==> src/rtl/uart_pkg.sv <==
// Shared UART definitions: frame state encoding, parity and line-level constants, small helpers.
// Used by both the transmit and receive sides of the link.
package uart_pkg;

   typedef enum logic [2:0] {
      IDLE   = 3'd0,
      START  = 3'd1,
      DATA   = 3'd2,
      PARITY = 3'd3,
      STOP   = 3'd4
   } uart_state_e;

   localparam logic PAR_EVEN  = 1'b0;
   localparam logic PAR_ODD   = 1'b1;

   localparam logic LINE_IDLE = 1'b1;
   localparam logic START_BIT = 1'b0;

   // Bit-index width for a payload of dw bits; never narrower than one bit.
   function automatic int cnt_width(input int dw);
      return (dw > 1) ? $clog2(dw) : 1;
   endfunction

   // data_xor is the XOR of all payload bits; odd parity inverts it.
   function automatic logic parity_bit(input logic data_xor, input logic par_typ);
      return (par_typ == PAR_ODD) ? ~data_xor : data_xor;
   endfunction

endpackage

==> src/rtl/uart_tx_frame_if.sv <==
// Parallel request side and serial/status outputs of the UART transmitter.
// master = upstream register/FIFO side, slave = uart_tx_frame.
interface uart_tx_frame_if #(
   parameter int DATA_WIDTH = 8
);
   logic [DATA_WIDTH-1:0] P_DATA;
   logic                  Data_Valid;
   logic                  PAR_EN;
   logic                  PAR_TYP;
   logic                  TX_OUT;
   logic                  Busy;

   modport master (
      output P_DATA,
      output Data_Valid,
      output PAR_EN,
      output PAR_TYP,
      input  TX_OUT,
      input  Busy
   );

   modport slave (
      input  P_DATA,
      input  Data_Valid,
      input  PAR_EN,
      input  PAR_TYP,
      output TX_OUT,
      output Busy
   );
endinterface

==> src/rtl/uart_tx_serializer.sv <==
// Payload holding register and bit index for the UART transmitter.
// ser_bit is the payload bit for the index the counter holds after this edge.
module uart_tx_serializer
   import uart_pkg::*;
#(
   parameter int DATA_WIDTH = 8
)(
   input  logic                  clk,
   input  logic                  rst_n,
   input  logic                  load,
   input  logic [DATA_WIDTH-1:0] load_data,
   input  logic                  clear,
   input  logic                  step,
   output logic                  ser_bit,
   output logic                  ser_done,
   output logic [DATA_WIDTH-1:0] data
);
   localparam int CNT_W = cnt_width(DATA_WIDTH);
   localparam logic [CNT_W-1:0] CNT_LAST = CNT_W'(DATA_WIDTH - 1);

   logic [DATA_WIDTH-1:0] data_reg;
   logic [CNT_W-1:0]      cnt_reg;
   logic [CNT_W-1:0]      cnt_next;
   logic [DATA_WIDTH-1:0] sel_vec;

   // Counter saturates at the last payload bit rather than wrapping.
   always_comb begin
      cnt_next = cnt_reg;
      if (clear) begin
         cnt_next = '0;
      end else if (step && (cnt_reg != CNT_LAST)) begin
         cnt_next = cnt_reg + CNT_W'(1);
      end
   end

   // One-hot select keeps the mux free of out-of-range indices for any width.
   generate
      for (genvar gi = 0; gi < DATA_WIDTH; gi++) begin : g_sel
         assign sel_vec[gi] = data_reg[gi] & (cnt_next == CNT_W'(gi));
      end
   endgenerate

   assign ser_bit  = |sel_vec;
   assign ser_done = (cnt_reg == CNT_LAST);
   assign data     = data_reg;

   always_ff @(posedge clk or negedge rst_n) begin
      if (!rst_n) begin
         data_reg <= '0;
         cnt_reg  <= '0;
      end else begin
         if (load) begin
            data_reg <= load_data;
         end
         cnt_reg <= cnt_next;
      end
   end
endmodule

==> src/rtl/uart_tx_frame.sv <==
// UART transmitter clocked at the bit rate: start, DATA_WIDTH bits LSB first, optional parity, stop.
// Define UART_TX_TWO_STOP_EN for two stop bits; the default build sends a single stop bit.
module uart_tx_frame
   import uart_pkg::*;
#(
   parameter int DATA_WIDTH = 8
)(
   input  logic           CLK,
   input  logic           Reset,
   uart_tx_frame_if.slave bus
);
   uart_state_e           state_reg;
   uart_state_e           state_next;
   logic                  tx_reg;
   logic                  tx_next;
   logic                  busy_reg;
   logic                  busy_next;
   logic                  par_en_reg;
   logic                  par_typ_reg;
   logic                  accept;
   logic                  ser_clear;
   logic                  ser_step;
   logic                  ser_bit;
   logic                  ser_done;
   logic                  parity_val;
   logic                  stop_last;
   logic [DATA_WIDTH-1:0] ser_data;

`ifdef UART_TX_TWO_STOP_EN
   logic stop_cnt_reg;
   logic stop_cnt_next;

   // First STOP cycle arms the counter; the second one may accept a new request.
   assign stop_cnt_next = (state_reg == STOP) && !stop_cnt_reg;
   assign stop_last     = stop_cnt_reg;

   always_ff @(posedge CLK or negedge Reset) begin
      if (!Reset) begin
         stop_cnt_reg <= 1'b0;
      end else begin
         stop_cnt_reg <= stop_cnt_next;
      end
   end
`else
   assign stop_last = 1'b1;
`endif

   uart_tx_serializer #(
      .DATA_WIDTH (DATA_WIDTH)
   ) u_serializer (
      .clk       (CLK),
      .rst_n     (Reset),
      .load      (accept),
      .load_data (bus.P_DATA),
      .clear     (ser_clear),
      .step      (ser_step),
      .ser_bit   (ser_bit),
      .ser_done  (ser_done),
      .data      (ser_data)
   );

   // Parity always comes from the captured payload, never the live bus.
   assign parity_val = parity_bit(^ser_data, par_typ_reg);

   always_comb begin
      state_next = state_reg;
      accept     = 1'b0;
      ser_clear  = 1'b0;
      ser_step   = 1'b0;
      tx_next    = LINE_IDLE;
      busy_next  = 1'b0;

      case (state_reg)
         IDLE: begin
            if (bus.Data_Valid) begin
               accept     = 1'b1;
               state_next = START;
            end
         end
         START: begin
            ser_clear  = 1'b1;
            state_next = DATA;
         end
         DATA: begin
            if (ser_done) begin
               state_next = par_en_reg ? PARITY : STOP;
            end else begin
               ser_step = 1'b1;
            end
         end
         PARITY: begin
            state_next = STOP;
         end
         STOP: begin
            if (stop_last) begin
               if (bus.Data_Valid) begin
                  accept     = 1'b1;
                  state_next = START;
               end else begin
                  state_next = IDLE;
               end
            end
         end
         default: begin
            state_next = IDLE;
         end
      endcase

      // Outputs are computed for the state being entered so they leave straight from flops.
      case (state_next)
         START:   tx_next = START_BIT;
         DATA:    tx_next = ser_bit;
         PARITY:  tx_next = parity_val;
         default: tx_next = LINE_IDLE;
      endcase
      busy_next = (state_next != IDLE);
   end

   always_ff @(posedge CLK or negedge Reset) begin
      if (!Reset) begin
         state_reg   <= IDLE;
         tx_reg      <= LINE_IDLE;
         busy_reg    <= 1'b0;
         par_en_reg  <= 1'b0;
         par_typ_reg <= 1'b0;
      end else begin
         state_reg <= state_next;
         tx_reg    <= tx_next;
         busy_reg  <= busy_next;
         if (accept) begin
            par_en_reg  <= bus.PAR_EN;
            par_typ_reg <= bus.PAR_TYP;
         end
      end
   end

   assign bus.TX_OUT = tx_reg;
   assign bus.Busy   = busy_reg;
endmodule

==> src/flat_wrapper.sv <==
// flat-port wrapper written by rule: the top's interface ports become plain ports
module uart_tx_frame_flat import uart_pkg::*;
#(
   parameter int DATA_WIDTH = 8
)
  (CLK, Reset, bus_P_DATA, bus_Data_Valid, bus_PAR_EN, bus_PAR_TYP, bus_TX_OUT, bus_Busy);
  uart_tx_frame_if #(.DATA_WIDTH(DATA_WIDTH)) bus_i ();
  input  logic CLK;
  input  logic Reset;
  input wire logic [$bits(bus_i.P_DATA)-1:0] bus_P_DATA;
  input wire logic [$bits(bus_i.Data_Valid)-1:0] bus_Data_Valid;
  input wire logic [$bits(bus_i.PAR_EN)-1:0] bus_PAR_EN;
  input wire logic [$bits(bus_i.PAR_TYP)-1:0] bus_PAR_TYP;
  output wire logic [$bits(bus_i.TX_OUT)-1:0] bus_TX_OUT;
  output wire logic [$bits(bus_i.Busy)-1:0] bus_Busy;
  assign bus_i.P_DATA = bus_P_DATA;
  assign bus_i.Data_Valid = bus_Data_Valid;
  assign bus_i.PAR_EN = bus_PAR_EN;
  assign bus_i.PAR_TYP = bus_PAR_TYP;
  assign bus_TX_OUT = bus_i.TX_OUT;
  assign bus_Busy = bus_i.Busy;
  uart_tx_frame #(.DATA_WIDTH(DATA_WIDTH)) u_core (.CLK(CLK), .Reset(Reset), .bus(bus_i));
endmodule
==> config.mk <==
export PLATFORM = sky130hd
export DESIGN_NAME = uart_tx_frame_flat
export DESIGN_NICKNAME = d
export VERILOG_FILES = /design/src/rtl/uart_pkg.sv /design/src/rtl/uart_tx_frame_if.sv /design/src/rtl/uart_tx_serializer.sv /design/src/rtl/uart_tx_frame.sv /design/src/flat_wrapper.sv
export SDC_FILE = /design/constraint.sdc
export NUM_CORES = 1
export LEC_CHECK = 0
export ABC_AREA = 1
export BUFFER_PORTS_ARGS = -buffer_cell sky130_fd_sc_hd__buf_2
export CAP_MARGIN = 20
export CORE_MARGIN = 1.5
export CORE_UTILIZATION = 45
export CTS_BUF_LIST = sky130_fd_sc_hd__clkbuf_4 sky130_fd_sc_hd__clkbuf_8 sky130_fd_sc_hd__clkbuf_16
export DETAILED_ROUTE_END_ITERATION = 6
export HOLD_SLACK_MARGIN = 0.1
export PLACE_DENSITY = 0.75
export SLEW_MARGIN = 20
export SYNTH_ARGS = -nofsm -noshare
export SYNTH_HDL_FRONTEND = slang
export SYNTH_SLANG_ARGS = --single-unit
==> constraint.sdc <==
create_clock -name CLK -period 3.9 [get_ports CLK]
set_clock_uncertainty 0.2 [all_clocks]
set_input_delay 0.78 -clock CLK [delete_from_list [all_inputs] [get_ports CLK]]
set_output_delay 0.78 -clock CLK [all_outputs]
set_load 0.01 [all_outputs]
# Word level (Yosys, flattened, before mapping)
# Cells that the tools add are included.
[totals] inputBits=13 register_bits=18 out_inout_bits=2
[op_classes] addsub=1 mux=14 bitwise_logic=9 n_reduce_logical=7 eq_ne=16
[ops] cell="3-bit by 2-bit equality test with 1-bit output, second input constant" count=6
[ops] cell="3-bit equality test, second input constant" count=6
[ops] cell="3-bit 2-to-1 mux" count=5
[ops] cell="3-bit one-hot mux with 5 select lines" count=1
[ops] cell="3-bit by 1-bit equality test with 1-bit output, second input constant" count=3
[ops] cell="1-bit AND" count=8
[ops] cell="8-bit OR reduction" count=1
[ops] cell="8-bit XOR reduction" count=1
[ops] cell="1-bit 2-to-1 mux" count=7
[ops] cell="3-bit zero test" count=2
[ops] cell="3-bit by 1-bit adder with 3-bit output, second input constant" count=1
[ops] cell="3-bit != test, second input constant" count=1
[ops] cell="1-bit one-hot mux with 3 select lines" count=1
[ops] cell="3-bit nonzero test" count=1
[ops] cell="2-bit OR reduction" count=1
[ops] cell="1-bit logical AND" count=1
[ops] cell="1-bit inverter" count=1

# Depth between registers and ports, before layout
# Gate-level depths: netlist (run 1).
[logic_depth] depth_word=10 depth_mapped=13

# By module
# From an unflattened synthesis (run 1), not the netlist that was laid out.
[hier_totals] cells_unflattened=141 area_unflattened_um2=1034.7
[by_module_without_submodules] module="uart_tx_serializer" cells_each=71 area_per_inst_um2=569.3 instances=1 seq_area_each_um2=275.3
[by_module_without_submodules] module="uart_tx_frame" cells_each=70 area_per_inst_um2=465.4 instances=1 seq_area_each_um2=176.4

# Worst setup path after synthesis (run 1)
# Ideal clock, no wire load.
[synth_timing] kind="reg2reg" startpoint="register u_core.u_serializer.cnt_reg[0]" endpoint="register u_core.tx_reg, in the netlist u_core.bus.TX_OUT" required_ns=3.620 setup_time_ns=0.080 path_buffers=0 path_stages_with_launch=13 setup_slack_ns=2.057 t_arrival_ns=1.563 path_cell_list="dfrtp_1 -> ha_1 -> ha_1 -> inv_1 -> nand3_4 -> nand2_2 -> nand2_2 -> nor2_4 -> nand3_1 -> nand3_1 -> nand2_1 -> nand2_1 -> nand3_2"
[synth_between] elab_chain_cells=10
[synth_rtl] element="from (decl)" line_no="uart_tx_serializer.sv:22" source="logic [CNT_W-1:0] cnt_reg;"
[synth_rtl] element="from (signal assigned)" line_no="uart_tx_serializer.sv:55" source="cnt_reg <= cnt_next;"
[synth_rtl] element="3-bit equality test" line_no="uart_tx_serializer.sv:44" source="assign ser_done = (cnt_reg == CNT_LAST);"
[synth_rtl] element="1-bit 2-to-1 mux" line_no="uart_tx_frame.sv:85" source="if (ser_done) begin"
[synth_rtl] element="1-bit 2-to-1 mux" line_no="uart_tx_frame.sv:73" source="case (state_reg)"
[synth_rtl] element="1-bit logical AND" line_no="uart_tx_serializer.sv:31" source="end else if (step && (cnt_reg != CNT_LAST)) begin"
[synth_rtl] element="3-bit 2-to-1 mux (*)" line_no="uart_tx_serializer.sv:31"
[synth_rtl] element="3-bit 2-to-1 mux (*)" line_no="uart_tx_serializer.sv:29" source="if (clear) begin"
[synth_rtl] element="named net u_core.u_serializer.cnt_next[1]" line_no="uart_tx_serializer.sv:23" source="logic [CNT_W-1:0] cnt_next;"
[synth_rtl] element="3-bit by 1-bit equality test with 1-bit output, or another cell as far along" line_no="uart_tx_serializer.sv:39" source="assign sel_vec[gi] = data_reg[gi] & (cnt_next == CNT_W'(gi));"
[synth_rtl] element="1-bit AND" line_no="uart_tx_serializer.sv:39"
[synth_rtl] element="8-bit OR reduction (*)" line_no="uart_tx_serializer.sv:43" source="assign ser_bit = |sel_vec;"
[synth_rtl] element="1-bit one-hot mux with 3 select lines (*)" line_no="uart_tx_frame.sv:110" source="case (state_next)"
[synth_rtl] element="named net u_core.tx_next" line_no="uart_tx_frame.sv:15" source="logic tx_next;"
[synth_rtl] element="to (signal assigned)" line_no="uart_tx_frame.sv:128" source="tx_reg <= tx_next;"
[synth_rtl] element="to (decl)" line_no="uart_tx_frame.sv:14" source="logic tx_reg;"
# Mark *: on every way through the listed nets, which the timed path passes. The rest lies on a longest branch.
# A chain may end at the register's enable or synchronous reset.

# Final worst setup path (run 1)
[layout_timing] startpoint="register u_core.u_serializer.cnt_reg[0]" endpoint="register u_core.tx_reg, in the netlist u_core.bus.TX_OUT"
[layout_between] elab_chain_cells=10
[layout_rtl] element="3-bit equality test" line_no="uart_tx_serializer.sv:44"
[layout_rtl] element="1-bit 2-to-1 mux" line_no="uart_tx_frame.sv:85"
[layout_rtl] element="1-bit 2-to-1 mux" line_no="uart_tx_frame.sv:73"
[layout_rtl] element="1-bit logical AND" line_no="uart_tx_serializer.sv:31"
[layout_rtl] element="3-bit 2-to-1 mux" line_no="uart_tx_serializer.sv:31"
[layout_rtl] element="3-bit 2-to-1 mux" line_no="uart_tx_serializer.sv:29"
[layout_rtl] element="3-bit by 1-bit equality test with 1-bit output, or another cell as far along" line_no="uart_tx_serializer.sv:39"
[layout_rtl] element="1-bit AND" line_no="uart_tx_serializer.sv:39"
[layout_rtl] element="8-bit OR reduction" line_no="uart_tx_serializer.sv:43"
[layout_rtl] element="1-bit one-hot mux with 3 select lines (*)" line_no="uart_tx_frame.sv:110"
[layout_rtl] element="named net u_core.tx_next" line_no="uart_tx_frame.sv:15"
# Marks and branches as above.

==> results of run 1 <==
## metrics by stage
step | setup slack (ps) | cell area [um2]
after floorplan | 2057 | 985.9
after global placement | 1877 | 1086
after detailed placement | 1822 | 1086
after CTS | 1828 | 1122
after global routing | 1692 | 1122
final | 1828 | 1122
## how the worst max path moves through the flow
stage                                        start                 to  slack [ps]
finish              u_core.u_serializer.cnt_reg[0]  u_core.bus.TX_OUT        1830
global route        u_core.u_serializer.cnt_reg[0]  u_core.bus.TX_OUT        1690
detailed placement                  bus_Data_Valid  u_core.bus.TX_OUT        1820
global placement                    bus_Data_Valid  u_core.bus.TX_OUT        1880
CTS                 u_core.u_serializer.cnt_reg[0]  u_core.bus.TX_OUT        1830
floorplan           u_core.u_serializer.cnt_reg[0]  u_core.bus.TX_OUT        2060
## area by class of cell
type | count | area, um2
Clock buffer | 4 | 36.28
Tap cell | 27 | 33.78
Inverter | 17 | 63.81
Multi-Input combinational cell | 84 | 466.7
Timing Repair Buffer | 14 | 70.07
Fill cell | 206 | 899.6
Sequential cell | 18 | 451.7
## cell usage after synthesis
master | n | share of area (%)
nand2_1 | 37 | 14
dfrtp_1 | 17 | 43
inv_1 | 13 | 4.9
nor2_1 | 8 | 3.0
nand3_1 | 7 | 3.6
nand2_2 | 4 | 2.5
nand4_1 | 4 | 2.5
xnor2_1 | 4 | 3.6
inv_2 | 3 | 1.1
xor2_1 | 3 | 2.7
a21oi_1 | 2 | 1.0
ha_1 | 2 | 2.5
nand3_2 | 2 | 2.0
nor2_4 | 2 | 2.3
o21ai_0 | 2 | 1.0
clkbuf_1 | 1 | 0.38
clkinv_1 | 1 | 0.38
dfstp_2 | 1 | 2.7
nand2_4 | 1 | 1.1
nand3_4 | 1 | 1.8
nand4_2 | 1 | 1.3
nor2_2 | 1 | 0.63
nor3_1 | 1 | 0.51
o21ai_1 | 1 | 0.51
or2_2 | 1 | 0.63
## metal layers
metal / share of wire (%) / wire [um] / vias up
met5: 0 / 0 / -
met4: 2.4 / 44 / 0
met3: 5.1 / 92 / 6
met2: 47 / 859 / 22
met1: 45 / 824 / 346
li1: - / - / 407
## power by group through the flow
stage	Combinational, mW	Clock (mW)	Sequential, mW
5_1_grt	0.650	0.126	0.361
3_5_place_dp	0.563	0	0.353
2_1_floorplan	0.458	0	0.342
4_1_cts	0.567	0.116	0.349
3_3_place_gp	0.538	0	0.349
6_report	0.563	0.113	0.347
## kinds of logic after synthesis
logic type | count (synthesis) | synth area share [%]
buf+inv | 18 | 6.852
xor+xnor | 7 | 6.218
flops | 18 | 45.81
fa+ha+maj | 2 | 2.538
compound gates | 5 | 2.538
simple gates | 70 | 36.04
==> results.toml, run 1 <==
[outcome]
run_status = "finished, final reports clean"

[die]
io_pins = 15
start_util_pct = 48.76
die_x_um = 49.81
die_y_um = 49.81
core_um2 = 2022
rows = 16
die_area_um2 = 2481

[layout]
fin_nets = 153
n_antenna_cell = 0
fin_cells = 164
area_delta_synth_final_pct = 13.83
largest_reg_flops = 8
final_util_pct = 55.51
layout-drive-gt1-share_pct = 25.55
layout_commonest_cell = "nand2_1"
mostFrequentLayoutCells = "37 x nand2_1, 17 x dfrtp_1, 14 x buf_2"

[sta]
hold_violations = 0
slew_headroom_pct = 73.78
period_share_pct = 53.14
min_period_ps = 2072
tightest_slew_ps = 393.3
tns_ps = 0
setup_viol = 0
report.final.slew_viol_count = 0
rsz0062_at_grt = "false"
whs_ps = 194.4
clock.fmax_mhz = 482.5

[worst_setup_path]
required_ps = 3930
rr_startpoint = "u_core.u_serializer.cnt_reg[0]"
cpPeakStageDelay_ps = 430
critPathLaunchType = "flip-flop"
worstSetupEndpointType = "flip-flop"
worst-path-buf-inv = 1
cp.arrival_ps = 2100
r2r_slack_ps = 1830
cp_top_family = "simple AND/OR/NAND/NOR gates"
path_max_fanout = 5
criticalPathCategory = "flip-flop to flip-flop"
r2r_cells = 12
worstPathCellList = "ha_1 -> ha_1 -> inv_1 -> nand3_4 -> nand2_4 -> nand3_2 -> nand2_1 -> nand3_1 -> nand3_1 -> nand2_1 -> nand2_1 -> nand3_2"
r2r_end = "u_core.bus.TX_OUT"
path_depth = 12
path_common_cell = "nand2_1"
slowest_stage = "dfrtp_1"

[power_and_ir_drop]
power.leakage_nw = 0.6090
pwr-share-clk_pct = 11.1
pwr-share-comb_pct = 55.0
ir_worst_vdd_uv = 423.5
fin_total_pwr_mw = 1.023
p_sw_mw = 0.4685
pwr-share-seq_pct = 33.9
internal-power_mw = 0.5549
p_sw_share_pct = 45.78
power_density_nw_per_um2 = 911.9

[clock_tree]
htreeDepth = 1
postCtsSetupRepairBufs = 0
cts_resized = 0
cts_tree = "built"
cts_made_buffers = 3
hold_buffers = 0
cts.path.max_buffers = 2
cts_sinks = 18
clock-root-buffer = "clkbuf_4"
path_clk_slew_ps = 100
insertion_delay_ps = 290

[drt]
wirelength_um = 1821
drtIter0Drc = 16
via_per_inst = 4.762
final_antenna_net_count = 0
drc = 0
firstDrtPassIters = 4
post_drt_wl_per_cell_um = 11.10
via_count = 781

[global_route]
busiest_layer = "met2"
antenna_found_initial = 0
grt_pass1_vias = 763
use_met2_pct = 27.78
grt_pass1_wl_um = 3332
grt_util_met3_pct = 3.030
grt_max_degree = 19
gr-total-overflow = 0
grt_usage_pct = 17.60
use_met1_pct = 23.20

[yosys]
syn_area_um2 = 985.9
netlist_instances = 120
avgSynthCellArea_um2 = 8.216
synthDistinctLibCells = 25
ys_seq_elements = 18
yosysWarnings = 0
synth_seq_area_share_pct = 45.81
synth_nets = 135

[place]
dp_cells = 160
io_buffer_count = 14
dp_hpwl_um = 1435
place.gp.congestion = 0.7878

[run]
maxCapViolations = 0

[min_path]
worstHoldPathType = "input pin to async pin"
(Power assumes the default switching activity.)
==> run 2: changes to the inputs <==
--- a/config.mk
+++ b/config.mk
@@ -5,7 +5,7 @@
 export SDC_FILE = /design/constraint.sdc
 export NUM_CORES = 1
 export LEC_CHECK = 0
-export ABC_AREA = 1
+export ABC_AREA = 0
 export BUFFER_PORTS_ARGS = -buffer_cell sky130_fd_sc_hd__buf_2
 export CAP_MARGIN = 20
 export CORE_MARGIN = 1.5
==> constraint.sdc (replaced) <==
create_clock -name CLK -period 2 [get_ports CLK]
set_clock_uncertainty 0.2 [all_clocks]
set_input_delay 0.4 -clock CLK [delete_from_list [all_inputs] [get_ports CLK]]
set_output_delay 0.4 -clock CLK [all_outputs]
set_load 0.01 [all_outputs]
==> run 2 against run 1 <==
  * The run now ends with setup timing left
  * Fmax is 7.1% lower
  * Final area is 12% higher
  * Core utilization is 7.1 points higher
  * Clock power is 100% higher
  * Combinational power is 130% higher
  * Die area is 0.96% lower
  * Largest power group unchanged
  * Highest routed layer unchanged
==> results.toml, run 2 <==
[outcome]
run_status = "finished with violations"
failed_checks = "setup timing"

[worst_setup_path]
required_ps = 2030
cp.arrival_ps = 2260
slowest_stage = "or4_4"
cpPeakStageDelay_ps = 430
criticalPathCategory = "flip-flop to flip-flop"
critPathLaunchType = "flip-flop"
worstSetupEndpointType = "flip-flop"
path_max_fanout = 4
worstPathCellList = "ha_2 -> ha_4 -> or4_4 -> nand2_4 -> a22oi_2 -> mux2i_1 -> mux2_4 -> a211oi_2"

[power_and_ir_drop]
ir_worst_vdd_uv = 1155
pwr-share-clk_pct = 10.3
power.leakage_nw = 0.5790
pwr-share-seq_pct = 30.8
power_density_nw_per_um2 = 1757
internal-power_mw = 1.387
pwr-share-comb_pct = 58.9
p_sw_mw = 0.8158
p_sw_share_pct = 37.03

[layout]
largest_reg_flops = 8
fin_cells = 142
area_delta_synth_final_pct = 28.46
layout_commonest_cell = "dfrtp_1"
n_antenna_cell = 0
fin_nets = 131
mostFrequentLayoutCells = "17 x dfrtp_1, 14 x buf_2, 13 x buf_4"
layout-drive-gt1-share_pct = 47.83

[yosys]
netlist_instances = 86
async_flop_share_pct = 100.0
synth_area_leaders = "dfrtp_1 44%, mux2_2 10%, xnor2_1 6.3%, dfstp_2 2.7%, a211oi_2 2.6%"
yosysWarnings = 0
synthDistinctLibCells = 36
synth_area_leader_cell = "dfrtp_1"
synth-main-ff-cell = "dfrtp_1"
synth_edf_count = 0
avgSynthCellArea_um2 = 11.35
syn_area_um2 = 975.9
synth_nets = 101
ys_seq_elements = 18
yosys-top-cells-count = "17 x dfrtp_1, 9 x mux2_2, 7 x xnor2_1"
netlist.area_leader.share_pct = 43.59
yosysMostFrequentCell = "dfrtp_1"
synth_seq_area_share_pct = 46.28

[die]
start_util_pct = 48.75
rows = 16
core_um2 = 2002
io_pins = 15
die_y_um = 49.57
die_area_um2 = 2457
die_x_um = 49.57

[sta]
hold_violations = 0
slew_headroom_pct = 73.64
whs_ps = 110.0
tns_ps = -230.2
rsz0062_at_grt = "true"
fin_ws_ps = -230.2
report.final.slew_viol_count = 0
period_share_pct = 111.5
clock.fmax_mhz = 448.4
tightest_slew_ps = 395.4
min_period_ps = 2230
setup_viol = 1

[place]
post-place-ws_ps = -349.4
io_buffer_count = 14
dp_hpwl_um = 1503
dp_cells = 137
place.gp.congestion = 0.8184

[drt]
via_per_inst = 5.387
post_drt_wl_per_cell_um = 13.64
firstDrtPassIters = 4
final_antenna_net_count = 0
drc = 0
via_count = 765
drtIter0Drc = 11
wirelength_um = 1937

[clock_tree]
clock-root-buffer = "clkbuf_4"
path_clk_slew_ps = 110
cts.path.max_buffers = 2
cts_tree = "built"
insertion_delay_ps = 300
cts_sinks = 18
postCtsSetupRepairBufs = 0
htreeDepth = 1
cts_made_buffers = 3

[global_route]
grt_pass1_vias = 855
grt_usage_pct = 19.15
gr-total-overflow = 0
grt_pass1_wl_um = 3574
antenna_found_initial = 0
grt_max_degree = 19

[run]
maxCapViolations = 0

[min_path]
worstHoldPathType = "input pin to flip-flop"
[run 2: worst paths after layout]
| kind | slack (ps) | endpoint | depth (start not counted) | startpoint |
|---|---|---|---|---|
| max | -230 | u_core.bus.TX_OUT | 8 | u_core.u_serializer.cnt_reg[0] |
| min | 110 | u_core.u_serializer.data[1] | 3 | bus_P_DATA[1] |
| max reg2reg | -230 | u_core.bus.TX_OUT | 8 | u_core.u_serializer.cnt_reg[0] |
| min reg2reg | 340 | u_core.par_typ_reg | 1 | u_core.par_typ_reg |
| max in group asynchronous | 940 | u_core.bus.TX_OUT | 2 | Reset |
| min in group asynchronous | 340 | u_core.u_serializer.cnt_reg[2] | 2 | Reset |
[run 2: per-layer routing]
| layer | vias to the layer above | share of wire [%] | track usage [%] |
|---|---|---|---|
| met1 | 382 | 44 | 21.06 |
| met2 | 13 | 52 | 35.33 |
| li1 | 365 | - | - |
| met5 | - | 0 | 0 |
| met3 | 5 | 2.8 | 3.939 |
| met4 | 0 | 1.3 | 7.870 |
[run 2: kinds of logic after synthesis]
kind of cell	count (synthesis)	share of synthesized area, %
XOR/XNOR	8	7.180
adder cells (fa/ha/maj)	2	2.564
AND/OR/NAND/NOR	17	10.00
buffers and inverters	9	3.974
multiplexers	12	13.97
flip-flops	18	46.28
AO/OA/AOI/OAI	20	16.03
[run 2: critical path, delay by kind of cell (launching register included)]
kind	cells	cell delay (ps)
flip-flops	1	400
adder cells (fa/ha/maj)	2	360
AND/OR/NAND/NOR	2	520
multiplexers	2	420
AO/OA/AOI/OAI	2	260
[run 2: power by group through the flow]
stage / sequential (mW) / clock, mW / combinational (mW)
after detailed placement: 0.688 / 0 / 1.22
final: 0.678 / 0.226 / 1.30
after global routing: 0.706 / 0.243 / 1.44
after CTS: 0.680 / 0.229 / 1.28
after floorplan: 0.663 / 0 / 0.898
after global placement: 0.682 / 0 / 1.19
[run 2: area by class of cell]
type | count | area (um2)
clock buffers | 4 | 36.28
fillers | 169 | 748.2
inverters | 6 | 22.52
multi-input cells | 59 | 531.8
flip-flops and latches | 18 | 451.7
well taps | 27 | 33.78
repair buffers | 28 | 177.7
[run 2: timing repair]
action                                 4_1_cts  5_1_grt
resized for setup                            4        2
hold buffers                                 1        0
pin swaps                                    4        2
setup endpoints to repair                    1        2
endpoints found under the hold margin       17        0
[run 2: metrics by stage]
stage	power (mW)	util [%]	instance area, um2
CTS	2.186	62.25	1246
global placement	1.871	58.75	1176
global route	2.386	62.63	1254
finish	2.203	62.63	1254
detailed placement	1.912	58.75	1176
floorplan	1.561	-	991.0
==> run 3: changes to the inputs <==
--- a/config.mk
+++ b/config.mk
@@ -6,6 +6,7 @@
 export NUM_CORES = 1
 export LEC_CHECK = 0
 export ABC_AREA = 0
+export ABC_CLOCK_PERIOD_IN_PS = 2000
 export BUFFER_PORTS_ARGS = -buffer_cell sky130_fd_sc_hd__buf_2
 export CAP_MARGIN = 20
 export CORE_MARGIN = 1.5
@@ -13,7 +14,7 @@
 export CTS_BUF_LIST = sky130_fd_sc_hd__clkbuf_4 sky130_fd_sc_hd__clkbuf_8 sky130_fd_sc_hd__clkbuf_16
 export DETAILED_ROUTE_END_ITERATION = 6
 export HOLD_SLACK_MARGIN = 0.1
-export PLACE_DENSITY = 0.75
+export PLACE_DENSITY_LB_ADDON = 0.25
 export SLEW_MARGIN = 20
 export SYNTH_ARGS = -nofsm -noshare
 export SYNTH_HDL_FRONTEND = slang
==> run 3 against run 2 <==
  * The run still ends with setup timing left
  * Critical path depth did not move
  * Fmax fell by 0.89%
  * Setup slack got worse by 20 ps
  * Wire length rose by 4.9%
  * Final area rose by 4.6%
  * Core utilization rose by 2.9 points
  * Non-clock buffer count rose by 6
  * Critical endpoint unchanged
  * Largest power group unchanged
==> results.toml, run 3 (same netlist as run 2, synthesis figures left out) <==
[outcome]
run_status = "finished with violations"
failed_checks = "setup timing"

[min_path]
worstHoldPathType = "input pin to flip-flop"

[clock_tree]
htreeDepth = 1
clock-root-buffer = "clkbuf_4"
cts_made_buffers = 3
cts.path.max_buffers = 2
cts_tree = "built"
cts_sinks = 18
insertion_delay_ps = 300
path_clk_slew_ps = 110

[worst_setup_path]
criticalPathCategory = "flip-flop to flip-flop"
required_ps = 2030
critPathLaunchType = "flip-flop"
worstSetupEndpointType = "flip-flop"
cp.arrival_ps = 2280
path_max_fanout = 5

[global_route]
antenna_found_initial = 0
busiest_layer = "met2"
grt_util_met3_pct = 0.9091
grt_max_degree = 19
gr-total-overflow = 0
grt_pass1_vias = 830
use_met2_pct = 34.89
use_met1_pct = 20.51
grt_usage_pct = 18.06
grt_pass1_wl_um = 3415

[place]
post-place-ws_ps = -331.3
dp_cells = 138
place.gp.congestion = 0.7736
placed_cell_area_um2 = 1184
io_buffer_count = 14
dp_hpwl_um = 1511

[power_and_ir_drop]
ir_worst_vdd_uv = 1079
power.leakage_nw = 0.6086
power_density_nw_per_um2 = 1743

[drt]
drtIter0Drc = 15
drc = 0
wirelength_um = 2032
via_count = 776
firstDrtPassIters = 4
final_antenna_net_count = 0
via_per_inst = 5.243
post_drt_wl_per_cell_um = 13.73

[layout]
mostFrequentLayoutCells = "17 x dfrtp_1, 16 x buf_4, 14 x buf_2"
fin_cells = 148
layout-drive-gt1-share_pct = 49.59
n_antenna_cell = 0
regArea_um2 = 451.7
layout_commonest_cell = "dfrtp_1"
area_delta_synth_final_pct = 34.36
fillCellCount = 167
fin_nets = 137
multi_input_area_um2 = 535.5
final_util_pct = 65.50
largest_reg_flops = 8
stdcell_area_um2 = 1311

[sta]
rsz0062_at_grt = "true"
tightest_slew_ps = 410.5
tns_ps = -250.3
hold_violations = 0
report.final.slew_viol_count = 0
fin_ws_ps = -250.3
min_period_ps = 2250
slew_headroom_pct = 72.63
clock.fmax_mhz = 444.4
setup_viol = 1
period_share_pct = 112.5

[run]
maxCapViolations = 0

[die]
die_x_um = 49.57
die_area_um2 = 2457
die_y_um = 49.57
core_um2 = 2002
start_util_pct = 48.75
io_pins = 15
rows = 16
==> run 3: cell count changes in the layout (fill, tap and decap cells not counted) <==
cell           change
buf_4              +3
dlygate4sd3_1      +2
a21oi_1            -1
a21oi_2            +1
buf_6              +1
==> run 3: final timing paths <==
check | slack (ps) | to | cells past startpoint | startpoint
setup / recovery | -250 | u_core.bus.TX_OUT | 8 | u_core.u_serializer.cnt_reg[0]
hold / removal | 120 | u_core.u_serializer.data[3] | 2 | bus_P_DATA[3]
setup reg to reg | -250 | u_core.bus.TX_OUT | 8 | u_core.u_serializer.cnt_reg[0]
hold reg to reg | 340 | u_core.par_typ_reg | 1 | u_core.par_typ_reg
max in group asynchronous | 930 | u_core.bus.TX_OUT | 2 | Reset
min in group asynchronous | 350 | u_core.u_serializer.data[3] | 2 | Reset
==> run 3: cell type report <==
class	count	area share, %
Multi-Input combinational cell	59	40.84
Sequential cell	18	34.45
Timing Repair Buffer	34	17.65
Clock buffer	4	2.767
Tap cell	27	2.576
Inverter	6	1.718
==> run 3: per-stage QoR <==
step                total power, mW  hold WS (ps)
finish                        2.285         123.3
global route                  2.447         124.0
global placement              1.889         141.8
CTS                           2.209         120.1
floorplan                     1.561        -95.59
detailed placement            1.924         145.6
==> run 3: critical path: stages (launching register included) <==
cell and delay [ps]:
dfrtp_1 400, buf_4 140, buf_6 120, or4_4 550, nand2_4 80, a22oi_2 100, mux2i_1 140, mux2_4 280
a211oi_2 180
==> run 3: routing by layer <==
metal | vias to the layer above | wire (um)
met5 | - | 0
met1 | 380 | 875
li1 | 375 | -
met3 | 4 | 44
met4 | 0 | 29
met2 | 17 | 1083
==> run 3: where the power goes <==
part           switching, mW  internal [mW]
sequential             0.125          0.539
combinational          0.605          0.787
clock                  0.118          0.111
total                  0.848           1.44
==> run 3: what timing repair did <==
action / 4_1_cts / 5_1_grt
pin swaps: 3 / 1
setup buffers: 2 / 1
hold endpoints to repair: 19 / 0
gates cloned: 0 / 0
setup endpoints to repair: 1 / 2
gates resized for setup: 3 / 5
hold buffers: 3 / 0
